<file path="src/rtl/bcd_formatter_seq.sv">
`default_nettype none
// ============================================================================
//  Module      : bcd_formatter_seq
//  Description : Multi-channel sequential binary-to-BCD formatter. All
//                channels run shift-add-3 in parallel, one bit per clock,
//                with valid/ready handshakes on input and output. Channels
//                whose value does not fit in DIGITS digits saturate to 9s.
//                Optional macro LZ_BLANK_EN replaces leading-zero digits
//                with the blank code 4'hF.
//  Revision    : 1.0 - initial release
// ============================================================================
module bcd_formatter_seq #(
    parameter int CHANNELS = 3,
    parameter int BIN_W    = 6,
    parameter int DIGITS   = 2
) (
    input  logic                         clk,
    input  logic                         rst_n,
    input  logic                         in_valid,
    output logic                         in_ready,
    input  logic [CHANNELS*BIN_W-1:0]    bin_in,
    output logic                         out_valid,
    input  logic                         out_ready,
    output logic [CHANNELS*DIGITS*4-1:0] bcd_out,
    output logic [CHANNELS-1:0]          ovf
);

    localparam int c_dw    = DIGITS * 4;
    localparam int c_bcd_w = CHANNELS * c_dw;
    localparam int c_bin_w = CHANNELS * BIN_W;
    localparam int c_cnt_w = $clog2(BIN_W + 1);

    localparam logic [1:0] c_idle  = 2'd0;
    localparam logic [1:0] c_shift = 2'd1;
    localparam logic [1:0] c_done  = 2'd2;

    localparam logic [c_cnt_w-1:0] c_last = c_cnt_w'(BIN_W - 1);

    logic [1:0]          r_state;
    logic [c_cnt_w-1:0]  r_cnt;
    logic [c_bin_w-1:0]  r_bin;
    logic [c_bcd_w-1:0]  r_bcd;
    logic [CHANNELS-1:0] r_ovf;
    logic                r_valid;
    logic [c_bcd_w-1:0]  r_bcd_out;
    logic [CHANNELS-1:0] r_ovf_out;

    logic [c_bcd_w-1:0]  w_bcd_nxt;
    logic [c_bin_w-1:0]  w_bin_nxt;
    logic [CHANNELS-1:0] w_ovf_nxt;
    logic [c_dw-1:0]     w_adj;
    logic [3:0]          w_dig;
    logic [c_bcd_w-1:0]  w_fmt;
    logic [3:0]          w_fdig;
`ifdef LZ_BLANK_EN
    logic                w_lead;
`endif

    // One double-dabble step per channel: add 3 to digits >= 5, then shift
    // {bcd,bin} left; the bit leaving the top digit flags overflow (sticky).
    always_comb begin
        w_bcd_nxt = '0;
        w_bin_nxt = '0;
        w_ovf_nxt = '0;
        w_adj     = '0;
        w_dig     = '0;
        for (int k = 0; k < CHANNELS; k++) begin
            for (int d = 0; d < DIGITS; d++) begin
                w_dig = r_bcd[k*c_dw + d*4 +: 4];
                w_adj[d*4 +: 4] = (w_dig >= 4'd5) ? w_dig + 4'd3 : w_dig;
            end
            w_ovf_nxt[k]                = r_ovf[k] | w_adj[c_dw-1];
            w_bcd_nxt[k*c_dw +: c_dw]   = {w_adj[c_dw-2:0], r_bin[k*BIN_W + BIN_W - 1]};
            w_bin_nxt[k*BIN_W +: BIN_W] = r_bin[k*BIN_W +: BIN_W] << 1;
        end
    end

    // Final digit formatting: saturate overflowed channels, optionally blank
    // leading zeros (digit 0 always shown, saturated channels never blanked).
    always_comb begin
        w_fmt  = '0;
        w_fdig = '0;
`ifdef LZ_BLANK_EN
        w_lead = 1'b1;
`endif
        for (int k = 0; k < CHANNELS; k++) begin
`ifdef LZ_BLANK_EN
            w_lead = 1'b1;
`endif
            for (int d = DIGITS - 1; d >= 0; d--) begin
                w_fdig = r_bcd[k*c_dw + d*4 +: 4];
                if (r_ovf[k]) begin
                    w_fmt[k*c_dw + d*4 +: 4] = 4'h9;
                end
`ifdef LZ_BLANK_EN
                else if ((d != 0) && w_lead && (w_fdig == 4'h0)) begin
                    w_fmt[k*c_dw + d*4 +: 4] = 4'hF;
                end
`endif
                else begin
                    w_fmt[k*c_dw + d*4 +: 4] = w_fdig;
                end
`ifdef LZ_BLANK_EN
                w_lead = w_lead & (w_fdig == 4'h0);
`endif
            end
        end
    end

    // Control FSM, conversion registers and registered result outputs.
    always_ff @(posedge clk or negedge rst_n) begin
        if (!rst_n) begin
            r_state   <= c_idle;
            r_cnt     <= '0;
            r_bin     <= '0;
            r_bcd     <= '0;
            r_ovf     <= '0;
            r_valid   <= 1'b0;
            r_bcd_out <= '0;
            r_ovf_out <= '0;
        end else begin
            case (r_state)
                c_idle: begin
                    if (in_valid) begin
                        r_bin   <= bin_in;
                        r_bcd   <= '0;
                        r_ovf   <= '0;
                        r_cnt   <= '0;
                        r_state <= c_shift;
                    end
                end
                c_shift: begin
                    r_bin <= w_bin_nxt;
                    r_bcd <= w_bcd_nxt;
                    r_ovf <= w_ovf_nxt;
                    r_cnt <= r_cnt + 1'b1;
                    if (r_cnt == c_last) begin
                        r_state <= c_done;
                    end
                end
                c_done: begin
                    // First DONE cycle captures the formatted result; it is
                    // then held until the consumer takes it.
                    if (!r_valid) begin
                        r_bcd_out <= w_fmt;
                        r_ovf_out <= r_ovf;
                        r_valid   <= 1'b1;
                    end else if (out_ready) begin
                        r_valid <= 1'b0;
                        r_state <= c_idle;
                    end
                end
                default: begin
                    r_state <= c_idle;
                    r_valid <= 1'b0;
                end
            endcase
        end
    end

    assign in_ready  = (r_state == c_idle);
    assign out_valid = r_valid;
    assign bcd_out   = r_bcd_out;
    assign ovf       = r_ovf_out;

endmodule
`default_nettype wire

</file>
<file path="config.mk">
export PLATFORM = sky130hd
export DESIGN_NAME = bcd_formatter_seq
export DESIGN_NICKNAME = d
export VERILOG_FILES = /design/src/rtl/bcd_formatter_seq.sv
export SDC_FILE = /design/constraint.sdc
export NUM_CORES = 1
export LEC_CHECK = 0
export ABC_AREA = 1
export CORE_ASPECT_RATIO = 1.75
export CORE_UTILIZATION = 52
export CTS_BUF_LIST = sky130_fd_sc_hd__clkbuf_4 sky130_fd_sc_hd__clkbuf_8
export DETAILED_ROUTE_END_ITERATION = 16
export PLACE_DENSITY = 0.79
export SKIP_LAST_GASP = 1
export SLEW_MARGIN = 40
export SYNTH_ARGS = -nofsm -noshare
export SYNTH_HDL_FRONTEND = slang
export SYNTH_SLANG_ARGS = --single-unit
</file>
<file path="constraint.sdc">
create_clock -name clk -period 1.2 [get_ports clk]
set_input_delay 0.36 -clock clk [delete_from_list [all_inputs] [get_ports clk]]
set_output_delay 0.36 -clock clk [all_outputs]
set_load 0.01 [all_outputs]
</file>
After elaboration in Yosys (flattened, before gate mapping)

Cells that the tools add are included.

Register bits after elaboration: 78
Bits of input ports: 22
Output and inout port bits: 29

Add/sub/neg operators: 7
$lt $le $gt $ge: 6
Eq/ne operators: 7
Multiplexer cells: 27
Bitwise operators: 4
Reductions and logical operators: 6

Operators by type and width:

| operator                                             | number |
|---|---|
| 2-to-1 mux 4 bit                                     | 12 |
| one-hot mux 24 bit (2 select lines)                  | 1 |
| one-hot mux 18 bit (2 select lines)                  | 1 |
| adder 4 x 2 -> 4 bit (second input constant)         | 6 |
| >= comparator 4 x 3 -> 1 bit (second input constant) | 6 |
| 2-to-1 mux 24 bit                                    | 1 |
| 2-to-1 mux 18 bit                                    | 1 |
| one-hot mux 3 bit (2 select lines)                   | 2 |
| 2-to-1 mux 2 bit                                     | 4 |
| inequality test 2 bit (second input constant)        | 4 |
| one-hot mux 2 bit (3 select lines)                   | 1 |
| AND reduction 2 bit                                  | 2 |
| AND reduction 4 bit                                  | 1 |
| adder 3 x 1 -> 3 bit (second input constant)         | 1 |
| == test 3 bit (second input constant)                | 1 |
| 2-to-1 mux 3 bit                                     | 1 |
| OR 1 bit                                             | 3 |
| == test 2 x 1 -> 1 bit (second input constant)       | 1 |
| == test 2 bit (second input constant)                | 1 |
| logical NOT 2 bit                                    | 1 |
| 2-to-1 mux 1 bit                                     | 2 |
| one-hot mux 1 bit (2 select lines)                   | 1 |
| nonzero test 2 bit                                   | 1 |
| OR reduction 2 bit                                   | 1 |
| NOT 1 bit                                            | 1 |

Logic depth before layout (Yosys ltp)

Word-level depth: 4
Mapped depth: 9
Depth with buffers taken out: 9

Worst setup path after synthesis

Ideal clock, no wire load.

Path kind: register -> register
From: register r_state[1]
To: register r_bin[10]
Arrival time: 1091 ps
Path slack: -8 ps
Cell stages (with the launch flop): 8
Cells stage by stage: dfrtp_1 > nor2_4 > nand2_2 > nand2_4 > inv_4 > buf_6 > nand2_1 > o21ai_2

Longest elaborated chain between the ends: 3
Elaborated cells on any way between the ends: 6

Ends and longest elaborated chain:

| element                                                                             | line | source |
|---|---|---|
| start, declared                                                                     | 39   | `logic [1:0] r_state;` |
| start signal, assigned                                                              | 113  | `r_state <= c_idle;` |
| start signal, assigned                                                              | 129  | `r_state <= c_shift;` |
| start signal, assigned                                                              | 138  | `r_state <= c_done;` |
| logical NOT 2 bit (*)                                                               | --   |  |
| via in_ready                                                                        | 20   | `output logic in_ready,` |
| inequality test 2 bit (no source line) / nonzero test 2 bit (equally long branches) | --   |  |
| AND reduction 2 bit (no source line)                                                | --   |  |
| end signal, assigned                                                                | 125  | `r_bin <= bin_in;` |
| end signal, assigned                                                                | 133  | `r_bin <= w_bin_nxt;` |
| end, declared                                                                       | 41   | `logic [c_bin_w-1:0] r_bin;` |

Mark *: on every way through the listed nets, which the timed path passes. The rest lies on a longest branch.
A chain may end at the register's enable or synchronous reset.

Worst setup path in the final report

From: register r_state[1]
To: register r_bin[16]

Longest elaborated chain between the ends: 3
Elaborated cells on any way between the ends: 6

Ends and longest elaborated chain:

| element                                                                             | line | source |
|---|---|---|
| == test 2 x 1 -> 1 bit / logical NOT 2 bit (equally long branches)                  | 122  | `case (r_state)` |
| nonzero test 2 bit (no source line) / inequality test 2 bit (equally long branches) | --   |  |
| AND reduction 2 bit (no source line)                                                | --   |  |

Parallel ways exist; a longest one is shown, timed or not.

==> metrics.csv <==
metric;value;unit
endpoint_kind;flop;
stdcell_area;5764;µm²
hold_class;reg -> reg;
grt_use_total;27.23;%
numPortBuffers;50;
fin_nets;642;
synth_seq_area_share;48.89;%
crit_chain;buf_4 -> inv_6 -> nand2_8 -> bufbuf_16 -> nand2_1 -> o21ai_1 -> nand2_1 -> o21ai_1;
worstPathRequired;1.44;ns
drtPass1Iterations;5;
ios;51;
cts_num_sinks;78;
n_antenna_cell;0;
area_growth;44.37;%
gp_congestion;0.9130;
dpl.hpwl;6027;µm
setup_viol;103;
r2r_slack;-0.23;ns
crit_path_start_kind;flop;
ir_drop;1901;µV
ys_top_cells_by_area;dfrtp_1 49%, nand2_1 13%, o21ai_2 6.4%;
cp_num_buf_inv;3;
post-route-period-util;119.5;%
yosys_warnings;0;
r2r_start;r_state[1]$_DFFE_PN0P_;
via_per_inst;5.359;
critPathKind;reg -> reg;
drt_wl_total;10230;µm
ant_nets;0;
row_count;41;
grt_use_met3;5.233;%
core;7336;µm²
setup_tns;-9.563;ns
antenna_found_initial;0;
busiest_layer;met2;
cts_buffers;9;
drv_slew;0;
num_vias;3735;
cts_tree;built;
r2r_end;r_bin[16]$_DFFE_PN0P_;
drt_iter0_drc;154;
synth.avg_cell_area;8.531;µm²
cts-root-buf;clkbuf_8;
placed_area;4936;µm²
cp_top_family;buffers and inverters;
synth_cell_types;23;
synth_commonest_cells;143 x nand2_1, 78 x dfrtp_1, 57 x inv_1;
setup_ws;-0.2341;ns
fin_total_pwr;14840;µW
drc;0;
holdPathEnd;bcd_out[3]$_DFFE_PN0P_;
die_height;117.9;µm
min_period;1.434;ns
slowest_stage;dfrtp_1;
fmax;0.6973;GHz
utilization;78.58;%
fin_worst_skew;0.008080;ns
grt_pass1_wl;16560;µm
grt_overflow;0;
hold_violations;0;
synthArstFlopShare;100.0;%
grt_pass1_vias;3704;
grt_max_degree;46;
fin_cells;697;
whs_path_depth;2;
synth_top_flop_cell;dfrtp_1;
drive_gt1_share;35.84;%
violations;negative setup slack;
maxCapViolations;0;
synth_enable_flop_cells;0;
grt_util_met2;47.43;%
rsz0062_at_grt;yes;
worstMarginPinSlew;0.4165;ns
synth_top_cell_area_share;48.89;%
insertion_delay;0.35;ns
p_leak;0.002986;µW
dieArea;8046;µm²
dp.cells;643;
syn_nets;504;
syn_inst;468;
synth.most_common_cell;nand2_1;
reg2reg_depth;8;
die_w;68.24;µm
slew_headroom;72.23;%
syn-cell-area;3993;µm²
ys_seq_elements;78;
cts_max_level;3;
grtUsageMet1;30.23;%
yosysTopAreaCell;dfrtp_1;
arrival;1.67;ns
wire_per_inst;14.68;µm
min_from;bcd_out[3]$_DFFE_PN0P_;
p_per_area;2574;nW/µm²
initial_core_util;54.43;%
path_max_fanout;16;
path_clk_slew;0.08;ns
critPathMaxStageDelay;0.41;ns
status;complete, but fails checks;
cts_buffer_depth;2;
-- worst min-delay path, cell delays in order, from the launching register on --
cell     delay [ns]
dfrtp_1        0.34
nand2_1        0.06
o21ai_2        0.05
-- through the flow --
| stage | worst slack, ns | hold slack (ns) |
|---|---|---|
| 2_1_floorplan | -0.007975 | 0.06441 |
| 3_3_place_gp | -0.2935 | 0.3495 |
| 3_5_place_dp | -0.3285 | 0.3506 |
| 4_1_cts | -0.1822 | 0.4826 |
| 5_1_grt | -0.2880 | 0.5164 |
| 6_report | -0.2341 | 0.4807 |
-- how the worst max path moves through the flow --
stage | start | to | slack (ns) | depth (start not counted)
6_report | r_state[1]$_DFFE_PN0P_ | r_bin[16]$_DFFE_PN0P_ | -0.23 | 8
3_3_place_gp | in_valid | r_bcd[16]$_DFFE_PN0P_ | -0.29 | 7
4_1_cts | r_state[1]$_DFFE_PN0P_ | in_ready | -0.18 | 2
2_1_floorplan | r_state[1]$_DFFE_PN0P_ | r_bin[10]$_DFFE_PN0P_ | -0.008 | 7
5_1_grt | r_state[1]$_DFFE_PN0P_ | r_bin[16]$_DFFE_PN0P_ | -0.29 | 8
3_5_place_dp | in_valid | r_bin[4]$_DFFE_PN0P_ | -0.33 | 8
-- cell usage in the layout, fill, tap and decap left out, types with 13 or more instances in the layout --
master	n
buf_6	17
nand3_1	28
nand4_1	13
o21ai_0	14
buf_4	69
o21ai_1	29
nand2_1	129
buf_2	19
clkdlybuf4s50_1	20
dfrtp_1	78
nor2_1	13
o21ai_2	39
inv_1	51
-- metal layers --
metal	part of all wire [%]	up-vias
met2	56	114
li1	-	1793
met1	37	1804
met3	3.8	24
met5	0	-
met4	2.8	0
-- flip-flops by register name, summed over array words and instances (netlist names) --
name       cells
bcd_out       24
r_bcd         24
r_bin         18
ovf            3
r_cnt          3
r_ovf          3
r_state        2
out_valid      1
-- kinds of logic after synthesis --
family | after synthesis | synth area share (%)
AO/OA/AOI/OAI | 89 | 14.20
XOR/XNOR | 1 | 0.2194
adder cells (fa/ha/maj) | 14 | 4.387
buffers and inverters | 74 | 9.214
flip-flops | 78 | 48.89
AND/OR/NAND/NOR | 212 | 23.10
-- cell type report --
cell class	instances	area [µm²]
Clock buffer	12	158.9
Clock inverter	4	45.04
Fill cell	453	1572
Inverter	60	255.2
Multi-Input combinational cell	316	1868
Sequential cell	78	1952
Tap cell	86	107.6
Timing Repair Buffer	141	1378
-- report_power, final --
group	switching, µW	internal (µW)
Clock	945	1090
Combinational	4300	4240
Sequential	669	3600
Total	5920	8920
-- timing repair --
action                                  CTS  global route
setup buffers                            18            13
endpoints found under the setup margin  105           106
hold buffers                              1             0
pin swaps                                 0            10
endpoints found under the hold margin    45             0
resized for setup                       155            50
cloned                                    7             1
No activity file was read; power rests on OpenSTA's default activity.
